<file path="config.mk">
export PLATFORM = sky130hd
export DESIGN_NAME = rca_lsq
export DESIGN_NICKNAME = d
export VERILOG_FILES = /design/src/rtl/rca_config.sv /design/src/rtl/rca_lsq_fifo.sv /design/src/rtl/rca_lsq.sv
export SDC_FILE = /design/constraint.sdc
export NUM_CORES = 1
export LEC_CHECK = 0
export ABC_AREA = 1
export BUFFER_PORTS_ARGS = -buffer_cell sky130_fd_sc_hd__buf_2
export CAP_MARGIN = 25
export CORE_MARGIN = 2
export CORE_UTILIZATION = 37
export CTS_BUF_LIST = sky130_fd_sc_hd__clkbuf_8 sky130_fd_sc_hd__clkbuf_16
export CTS_CLUSTER_SIZE = 10
export DETAILED_ROUTE_END_ITERATION = 6
export GPL_TIMING_DRIVEN = 0
export PLACE_DENSITY_LB_ADDON = 0.05
export SYNTH_ARGS = -nofsm -noshare
export SYNTH_HDL_FRONTEND = slang
export SYNTH_HIERARCHICAL = 1
export SYNTH_SLANG_ARGS = --single-unit
export TNS_END_PERCENT = 1
</file>
<file path="constraint.sdc">
create_clock -name clk -period 4.55 [get_ports clk]
set_clock_uncertainty 0.15 [all_clocks]
set_input_delay 0.2275 -clock clk [delete_from_list [all_inputs] [get_ports clk]]
set_output_delay 0.2275 -clock clk [all_outputs]
set_load 0.05 [all_outputs]
</file>
<file path="src/rtl/rca_config.sv">
// Shared configuration for the RCA load/store path.
// Contents:
//   XLEN, LSQ_DEPTH      - datapath width and queue depth
//   LS_B .. LS_HU        - RISC-V funct3 encodings for load/store width
//   lsq_req_t            - one queued request as captured from the OU
//   lsq_state_t          - issue FSM states of the LSQ
package rca_config;

  localparam int XLEN      = 32;
  localparam int LSQ_DEPTH = 4;

  localparam logic [2:0] LS_B  = 3'b000;
  localparam logic [2:0] LS_H  = 3'b001;
  localparam logic [2:0] LS_W  = 3'b010;
  localparam logic [2:0] LS_BU = 3'b100;
  localparam logic [2:0] LS_HU = 3'b101;

  typedef struct packed {
    logic [XLEN-1:0] addr;
    logic [XLEN-1:0] data;
    logic [2:0]      fn3;
    logic            load;
    logic            store;
  } lsq_req_t;

  typedef enum logic [1:0] {
    IDLE,
    ISSUE,
    WAIT_LOAD
  } lsq_state_t;

endpackage

</file>
<file path="src/rtl/rca_lsq_fifo.sv">
// In-order circular buffer of lsq_req_t entries.
// Ports:
//   clk, rst        - clock, asynchronous active-high reset
//   push, push_req  - write push_req at the tail (ignored when full)
//   pop             - retire the head entry (ignored when empty)
//   head            - entry at the head of the queue
//   count           - number of valid entries (0..DEPTH)
//   full, empty     - occupancy flags derived from count
module rca_lsq_fifo
  import rca_config::*;
#(
  parameter int DEPTH = LSQ_DEPTH
) (
  input  logic                   clk,
  input  logic                   rst,
  input  logic                   push,
  input  lsq_req_t               push_req,
  input  logic                   pop,
  output lsq_req_t               head,
  output logic [$clog2(DEPTH):0] count,
  output logic                   full,
  output logic                   empty
);

  localparam int AW = $clog2(DEPTH);
  localparam logic [AW:0] CNT_FULL = (AW+1)'(DEPTH);

  lsq_req_t        entries [DEPTH];
  logic [AW-1:0]   wr_ptr;
  logic [AW-1:0]   rd_ptr;
  logic            do_push;
  logic            do_pop;

  assign full  = (count == CNT_FULL);
  assign empty = (count == '0);

  // A push is refused while full even if a pop happens in the same cycle.
  assign do_push = push && !full;
  assign do_pop  = pop && !empty;
  assign head    = entries[rd_ptr];

  // NOTE: storage has no reset; entries are only read once count says they
  // were written, so clearing them would just add reset fan-out.
  always_ff @(posedge clk) begin
    if (do_push) entries[wr_ptr] <= push_req;
  end

  // DEPTH is a power of two, so the pointers wrap by plain overflow.
  always_ff @(posedge clk or posedge rst) begin
    if (rst) begin
      wr_ptr <= '0;
      rd_ptr <= '0;
      count  <= '0;
    end else begin
      if (do_push) wr_ptr <= wr_ptr + 1'b1;
      if (do_pop)  rd_ptr <= rd_ptr + 1'b1;
      case ({do_push, do_pop})
        2'b10:   count <= count + 1'b1;
        2'b01:   count <= count - 1'b1;
        default: ;
      endcase
    end
  end

endmodule

</file>
<file path="src/rtl/rca_lsq.sv">
// Load/store queue: responder end of the OU load/store request interface.
// Buffers OU requests in order and issues them one at a time to a
// single-port data memory; load results come back formatted on load_data
// with a one-cycle load_complete pulse.
// Ports:
//   clk, rst                          - clock, asynchronous active-high reset
//   addr, data, fn3, load, store,
//   new_request                       - OU request (load XOR store required)
//   lsq_full                          - queue full, OU must hold off
//   load_data, load_complete          - formatted load result + valid pulse
//   mem_addr, mem_wdata, mem_be,
//   mem_re, mem_we, mem_ready         - memory request, held until mem_ready
//   mem_rdata, mem_rvalid             - memory read return
module rca_lsq
  import rca_config::*;
(
  input  logic            clk,
  input  logic            rst,
  input  logic [XLEN-1:0] addr,
  input  logic [XLEN-1:0] data,
  input  logic [2:0]      fn3,
  input  logic            load,
  input  logic            store,
  input  logic            new_request,
  output logic            lsq_full,
  output logic [XLEN-1:0] load_data,
  output logic            load_complete,
  output logic [XLEN-1:0] mem_addr,
  output logic [XLEN-1:0] mem_wdata,
  output logic [3:0]      mem_be,
  output logic            mem_re,
  output logic            mem_we,
  input  logic            mem_ready,
  input  logic [XLEN-1:0] mem_rdata,
  input  logic            mem_rvalid
);

  localparam int CW = $clog2(LSQ_DEPTH) + 1;
  localparam logic [CW-1:0] CNT_FULL = CW'(LSQ_DEPTH);

  lsq_state_t      state;
  lsq_state_t      state_nxt;
  lsq_req_t        in_req;
  lsq_req_t        head;
  logic [CW-1:0]   fifo_count;
  logic            fifo_full;
  logic            fifo_empty;
  logic            push;
  logic            pop;
  logic            iss_load;
  logic [2:0]      iss_fn3;
  logic [1:0]      iss_off;

  // Store data is replicated across lanes; byte enables pick the lane.
  function automatic logic [XLEN-1:0] fmt_wdata(input logic [XLEN-1:0] d,
                                                input logic [2:0] f);
    case (f[1:0])
      2'b00:   return {4{d[7:0]}};
      2'b01:   return {2{d[15:0]}};
      default: return d;
    endcase
  endfunction

  function automatic logic [3:0] fmt_be(input logic [2:0] f,
                                        input logic [1:0] off);
    case (f[1:0])
      2'b00:   return 4'b0001 << off;
      2'b01:   return off[1] ? 4'b1100 : 4'b0011;
      default: return 4'b1111;
    endcase
  endfunction

  // Misaligned halfword/word offsets are simply ignored.
  function automatic logic [XLEN-1:0] fmt_load(input logic [XLEN-1:0] rd,
                                               input logic [2:0] f,
                                               input logic [1:0] off);
    logic [7:0]  b;
    logic [15:0] h;
    b = rd[{off, 3'b000} +: 8];
    h = off[1] ? rd[31:16] : rd[15:0];
    case (f)
      LS_B:    return {{(XLEN-8){b[7]}}, b};
      LS_BU:   return {{(XLEN-8){1'b0}}, b};
      LS_H:    return {{(XLEN-16){h[15]}}, h};
      LS_HU:   return {{(XLEN-16){1'b0}}, h};
      default: return rd;
    endcase
  endfunction

  assign in_req = '{addr: addr, data: data, fn3: fn3, load: load, store: store};
  assign push   = new_request && !fifo_full && (load ^ store);
  assign lsq_full = (fifo_count == CNT_FULL);

  rca_lsq_fifo #(.DEPTH(LSQ_DEPTH)) u_fifo (
    .clk      (clk),
    .rst      (rst),
    .push     (push),
    .push_req (in_req),
    .pop      (pop),
    .head     (head),
    .count    (fifo_count),
    .full     (fifo_full),
    .empty    (fifo_empty)
  );

  // NOTE: sequential state uses non-blocking assignments so every register
  // samples pre-edge values regardless of block ordering.
  always_ff @(posedge clk or posedge rst) begin
    if (rst) state <= IDLE;
    else     state <= state_nxt;
  end

  // NOTE: every output of this block gets a default first, so no path
  // leaves a signal unassigned and no latch is inferred.
  always_comb begin
    state_nxt = state;
    pop       = 1'b0;
    case (state)
      IDLE: begin
        if (!fifo_empty) begin
          pop       = 1'b1;
          state_nxt = ISSUE;
        end
      end
      ISSUE: begin
        if (mem_ready) state_nxt = iss_load ? WAIT_LOAD : IDLE;
      end
      WAIT_LOAD: begin
        if (mem_rvalid) state_nxt = IDLE;
      end
      default: state_nxt = IDLE;
    endcase
  end

  // Memory request registers are loaded when the head is popped and held
  // untouched until the memory accepts; only one operation is in flight.
  always_ff @(posedge clk or posedge rst) begin
    if (rst) begin
      mem_addr      <= '0;
      mem_wdata     <= '0;
      mem_be        <= '0;
      mem_re        <= 1'b0;
      mem_we        <= 1'b0;
      iss_load      <= 1'b0;
      iss_fn3       <= '0;
      iss_off       <= '0;
      load_data     <= '0;
      load_complete <= 1'b0;
    end else begin
      load_complete <= 1'b0;
      case (state)
        IDLE: begin
          if (pop) begin
            mem_addr  <= {head.addr[XLEN-1:2], 2'b00};
            mem_wdata <= fmt_wdata(head.data, head.fn3);
            mem_be    <= head.load ? 4'b1111 : fmt_be(head.fn3, head.addr[1:0]);
            mem_re    <= head.load;
            mem_we    <= head.store;
            iss_load  <= head.load;
            iss_fn3   <= head.fn3;
            iss_off   <= head.addr[1:0];
          end
        end
        ISSUE: begin
          if (mem_ready) begin
            mem_re <= 1'b0;
            mem_we <= 1'b0;
          end
        end
        WAIT_LOAD: begin
          if (mem_rvalid) begin
            load_data     <= fmt_load(mem_rdata, iss_fn3, iss_off);
            load_complete <= 1'b1;
          end
        end
        default: ;
      endcase
    end
  end

endmodule
</file>
# Word-level counts from Yosys, hierarchy flattened
# Memories as Yosys holds them, arrays and structs flattened.
# Index checks and enable logic that the tools add are counted.
[word_totals]
regBits = 116
ramBits = 276
in_bits = 106
output_inout_bits = 104
memories = 1
[op_classes]
addsub = 4
n_eq_ne = 13
shift = 2
muxes = 23
n_bitwise = 1
n_reduce_logical = 16
[memory_table]
columns = ["memory", "depth", "word_bits", "read_ports", "rd_ports_with_merged_regs", "write_ports", "line_no", "rtl"]
rows = [
  ["u_fifo.entries", 4, 69, 1, 0, 1, "rca_lsq_fifo.sv:28", "lsq_req_t entries [DEPTH];"],
]
[op_table]
columns = ["operator", "n"]
rows = [
  ["$pmux 32 s4", 1],
  ["$pmux 32 s2", 1],
  ["$shiftx 32x6->8", 1],
  ["$mux 16", 1],
  ["$eq 3x3->1 const B", 3],
  ["$mux 1", 9],
  ["$mux 2", 4],
  ["$mux 4", 2],
  ["$pmux 4 s2", 1],
  ["$eq 2x1->1 const B", 3],
  ["$logic_not 3->1", 2],
  ["$ne 2x2->1 const B", 3],
  ["$pmux 2 s3", 1],
  ["$pmux 3 s2", 1],
  ["$reduce_and 3->1", 2],
  ["$add 2x1->2 const B", 2],
  ["$eq 2x2->1 const B", 2],
  ["$logic_and 1x1->1", 4],
  ["$logic_not 2->1", 2],
  ["$pmux 1 s2", 2],
  ["$reduce_and 2->1", 2],
  ["$reduce_bool 2->1", 2],
  ["$shl 1x2->4 const A", 1],
  ["$add 3x1->3 const B", 1],
  ["other kinds (5)", 6],
]

# Depth between registers and ports, before layout
[logic_depth]
ltp_word = 7
depth_mapped = 15

# Modules after synthesis
# Netlist, hierarchy kept.
[modules_own_cells]
columns = ["mod", "n_inst", "cells_per_inst", "area_each_um2", "seq_area_each_um2"]
rows = [
  ["rca_lsq_fifo", 1, 867, 11374.7, 8463.1],
  ["rca_lsq", 1, 682, 5365.1, 2727.6],
]

# Worst setup path before layout
# OpenSTA, ideal clock, no wires.
[synth_path]
kind = "register -> register"
start = "register u_fifo.count[0]"
end = "memory u_fifo/entries[0][0] in the netlist's numbering, enable pin"
setup_ns = 0.497
arrival_time_ns = 4.023
required_time_ns = 3.903
slack_ns = -0.119
stages_incl_launch_ff = 7
path_buffers = 0
synth_period_minus_slack_ns = 4.669
path_cell_list = "dfrtp_1 inv_1 nand3_1 inv_1 a211oi_1 nand2_1 nor2_1"
[synth_via]
elab_chain_len = 7
[synth_lines]
columns = ["element", "line_no", "rtl"]
rows = [
  ["start, declared", "rca_lsq_fifo.sv:20", "output logic [$clog2(DEPTH):0] count,"],
  ["start signal, assigned", "rca_lsq_fifo.sv:58", "2'b10: count <= count + 1'b1;"],
  ["start signal, assigned", "rca_lsq_fifo.sv:59", "2'b01: count <= count - 1'b1;"],
  ["$eq 3x3->1", "rca_lsq_fifo.sv:34", "assign full = (count == CNT_FULL);"],
  ["net fifo_full", "rca_lsq.sv:46", "logic fifo_full;"],
  ["$logic_not 1->1", "rca_lsq.sv:91", "assign push = new_request && !fifo_full && (load ^ store);"],
  ["$logic_and 1x1->1 (2 in series)", "rca_lsq.sv:91", ""],
  ["net push", "rca_lsq.sv:48", "logic push;"],
  ["$logic_and 1x1->1", "rca_lsq_fifo.sv:38", "assign do_push = push && !full;"],
  ["$mux 1", "rca_lsq_fifo.sv:45", "if (do_push) entries[wr_ptr] <= push_req;"],
  ["$mux 1 (implied by the code)", "rca_lsq_fifo.sv:45", ""],
  ["end, declared", "rca_lsq_fifo.sv:28", ""],
]
# The timed path passes the listed nets, and every way through them passes these cells.

# Worst setup path in the final report
[layout_path]
start = "register u_fifo.count[0]"
end = "memory u_fifo/entries[0][39] in the netlist's numbering, enable pin"
# The elaborated chain is that of the path after synthesis.

==> flow_summary.ini <==
[place]
gp_congestion = 0.840
dp_hpwl_mm = 32.7
io_buffers = 207

[yosys]
syn_inst = 1549
synth_top_area_cell = edfxtp_1
ys_warn_count = 6
ys_types = 37
synth.avg_cell_area_um2 = 10.8
synth_edf_count = 276
syn_area_um2 = 16700
synth_area_leaders = edfxtp_1 50%, dfrtp_1 17%, nand2_1 11%
synth-seq-cells = 392
async_reset_ff_frac = 0.296
ys_seq_area_frac = 0.669
netlist.area_leader.share = 0.495
ys.flop_type = edfxtp_1

[setup_path]
startpoint_type = flop
slowest_delay_ps = 630
crit_arrival_ps = 3350
criticalPathCategory = reg -> reg
required_ps = 4670
crit_fanout = 19
cp-end-kind = flop
critPathSlowestCell = nor2_4
crit_chain = inv_1, nand3_1, inv_1, a211oi_1, nand2_1, nor2_4, buf_12, buf_12, buf_16

[power]
peakVddDrop_uv = 469
power_leakage_uw = 0.00957
combPwrFrac = 0.459
p_sw_uw = 6990
clkPwrFrac = 0.218
seqPwrFrac = 0.323
power_density_nw_per_um2 = 729
p_int_uw = 8590
swShare = 0.448

[floorplan]
die_height_um = 217
dieArea_um2 = 47000
die_w_um = 217
ios = 210
rows = 77
core_area_um2 = 44400
initial_core_util = 0.377

[clock_network]
clk_path_buf_depth = 3
clk_latency_ps = 580
root_buffer = clkbuf_16
htreeDepth = 2
clock_sink_count = 392
cts_resized = 0
cts_tree = yes
cts_buffers = 47
cts_hold_buf = 111
path_clk_slew_ps = 60
cts_setup_buffers = 0

[cells_and_area]
layout_commonest_cell = nand2_1
nets = 2042
area_delta_synth_final_pct = 27.7
final_cell_mix = 499 x nand2_1, 276 x edfxtp_1, 249 x buf_2, 241 x inv_1, 138 x o211ai_1
regArea_um2 = 11200
drive_gt1_frac = 0.195
fillers = 4200
multi_input_area_um2 = 4230
utilization = 0.481

[detailed_routing]
drtIter0Drc = 780
routed_wl_mm = 47.5
routed_via_density = 4.74
drc = 0
vias = 12100
firstDrtPassIters = 5
post_drt_wl_per_cell_um = 18.5
drt.antenna.violating_nets = 0

[timing]
setup-tns-final_ps = 0
period_share = 0.709
drv_slew = 0
hold_viol = 0
rsz0062_at_grt = false
setup_viol = 0
worst_pin_slew_ps = 787
slew_headroom = 0.475
clock.fmax_mhz = 310
period_minus_slack_ps = 3230

[outcome]
outcome = finished clean

[global_route]
grt_use_total = 0.203
grt_first_pass_wirelength_mm = 72.0
antenna_found_initial = 3
grt-ovfl-total = 0
grt_pass1_vias = 12100
grt_max_degree = 83

[min_path]
worst_hold_path_type = in -> async

[run]
max_cap_viol_count = 0
-- area by class of cell --
type / count / area share
tap: 592 / 0.0346
timing repair buffer: 331 / 0.115
inverter: 219 / 0.0388
antenna: 1 / 0.000117
multi-input combinational: 853 / 0.198
clock inverter: 35 / 0.00702
clock buffer: 52 / 0.0588
sequential: 392 / 0.523
buffer: 86 / 0.0249
-- cell usage after synthesis, drive strengths merged, types with 4 or more instances --
cell / instances
nand2: 506
edfxtp: 276
inv: 219
o211ai: 138
dfrtp: 116
buf: 68
a21oi: 43
nand3: 40
nor2: 34
o21ai: 30
clkbuf: 18
or2: 17
a31oi: 15
a41oi: 8
ha: 5
nand4: 5
o22ai: 4
-- registers in the layout (all words and copies together), names as in the netlist --
name,cells
iss_fn3,3
iss_load,1
iss_off,2
load_complete,1
load_data,32
mem_addr,30
mem_be,4
mem_re,1
mem_wdata,32
mem_we,1
state,2
u_fifo/count,3
u_fifo/entries,276
u_fifo/rd_ptr,2
u_fifo/wr_ptr,2
-- critical path: cells and delay by family, from the launching register on --
kind                   cells  cell delay [ps]
AO/OA/AOI/OAI              1              380
buffers and inverters      5              820
flip-flops                 1              380
AND/OR/NAND/NOR            3             1160
-- final timing paths --
path                                              endpoint  cells after the start  slack, ps                         from
setup / recovery           u_fifo/entries[0][39]$_DFFE_PP_                      9       1320  u_fifo/count[0]$_DFFE_PP0P_
hold / removal                u_fifo/wr_ptr[0]$_DFFE_PP0P_                      3         30                          rst
min in group clk           u_fifo/entries[3][53]$_DFFE_PP_                      2        260                     addr[16]
max in group asynchronous          mem_addr[5]$_DFFE_PP0P_                      4       3430                          rst
hold reg to reg                   mem_addr[12]$_DFFE_PP0P_                      2        320     mem_addr[12]$_DFFE_PP0P_
setup reg to reg           u_fifo/entries[0][39]$_DFFE_PP_                      9       1320  u_fifo/count[0]$_DFFE_PP0P_
-- kinds of logic (layout without fill, tap and decap cells) --
group,Yosys count,after routing,synth area share
adder cells (fa/ha/maj),6,6,0.00493
buffers and inverters,305,723,0.0811
AND/OR/NAND/NOR,604,604,0.148
AO/OA/AOI/OAI,240,240,0.0966
XOR/XNOR,1,1,0.000523
flip-flops,392,392,0.669
other,1,3,0.000224
-- power groups by stage --
stage,registers [uW],logic [uW],clock network [uW]
2_1_floorplan,6570,3360,0
3_3_place_gp,5160,6970,0
3_5_place_dp,5100,7130,0
4_1_cts,5030,7240,3490
5_1_grt,5110,7810,3620
6_report,5030,7160,3390
-- stage by stage --
step	setup slack, ps	hold WS [ps]	total power (uW)	instances	cell area, um2
after global routing	1040	57.6	16500	2561	21400
after CTS	1270	8.24	15800	2560	21400
after floorplan	-119	-119	9930	1550	16700
after global placement	-3170	35.7	12100	2349	18500
after detailed placement	1300	72.4	12200	2362	18900
final	1320	29.4	15600	2561	21400
-- metal layers --
layer,up-vias,global-route usage,part of all wire
met2,307,0.335,0.47
met5,-,0,0.00048
li1,5941,-,-
met1,5805,0.275,0.45
met4,4,0.0703,0.029
met3,81,0.0295,0.046
Power figures use the tool's default switching activity.
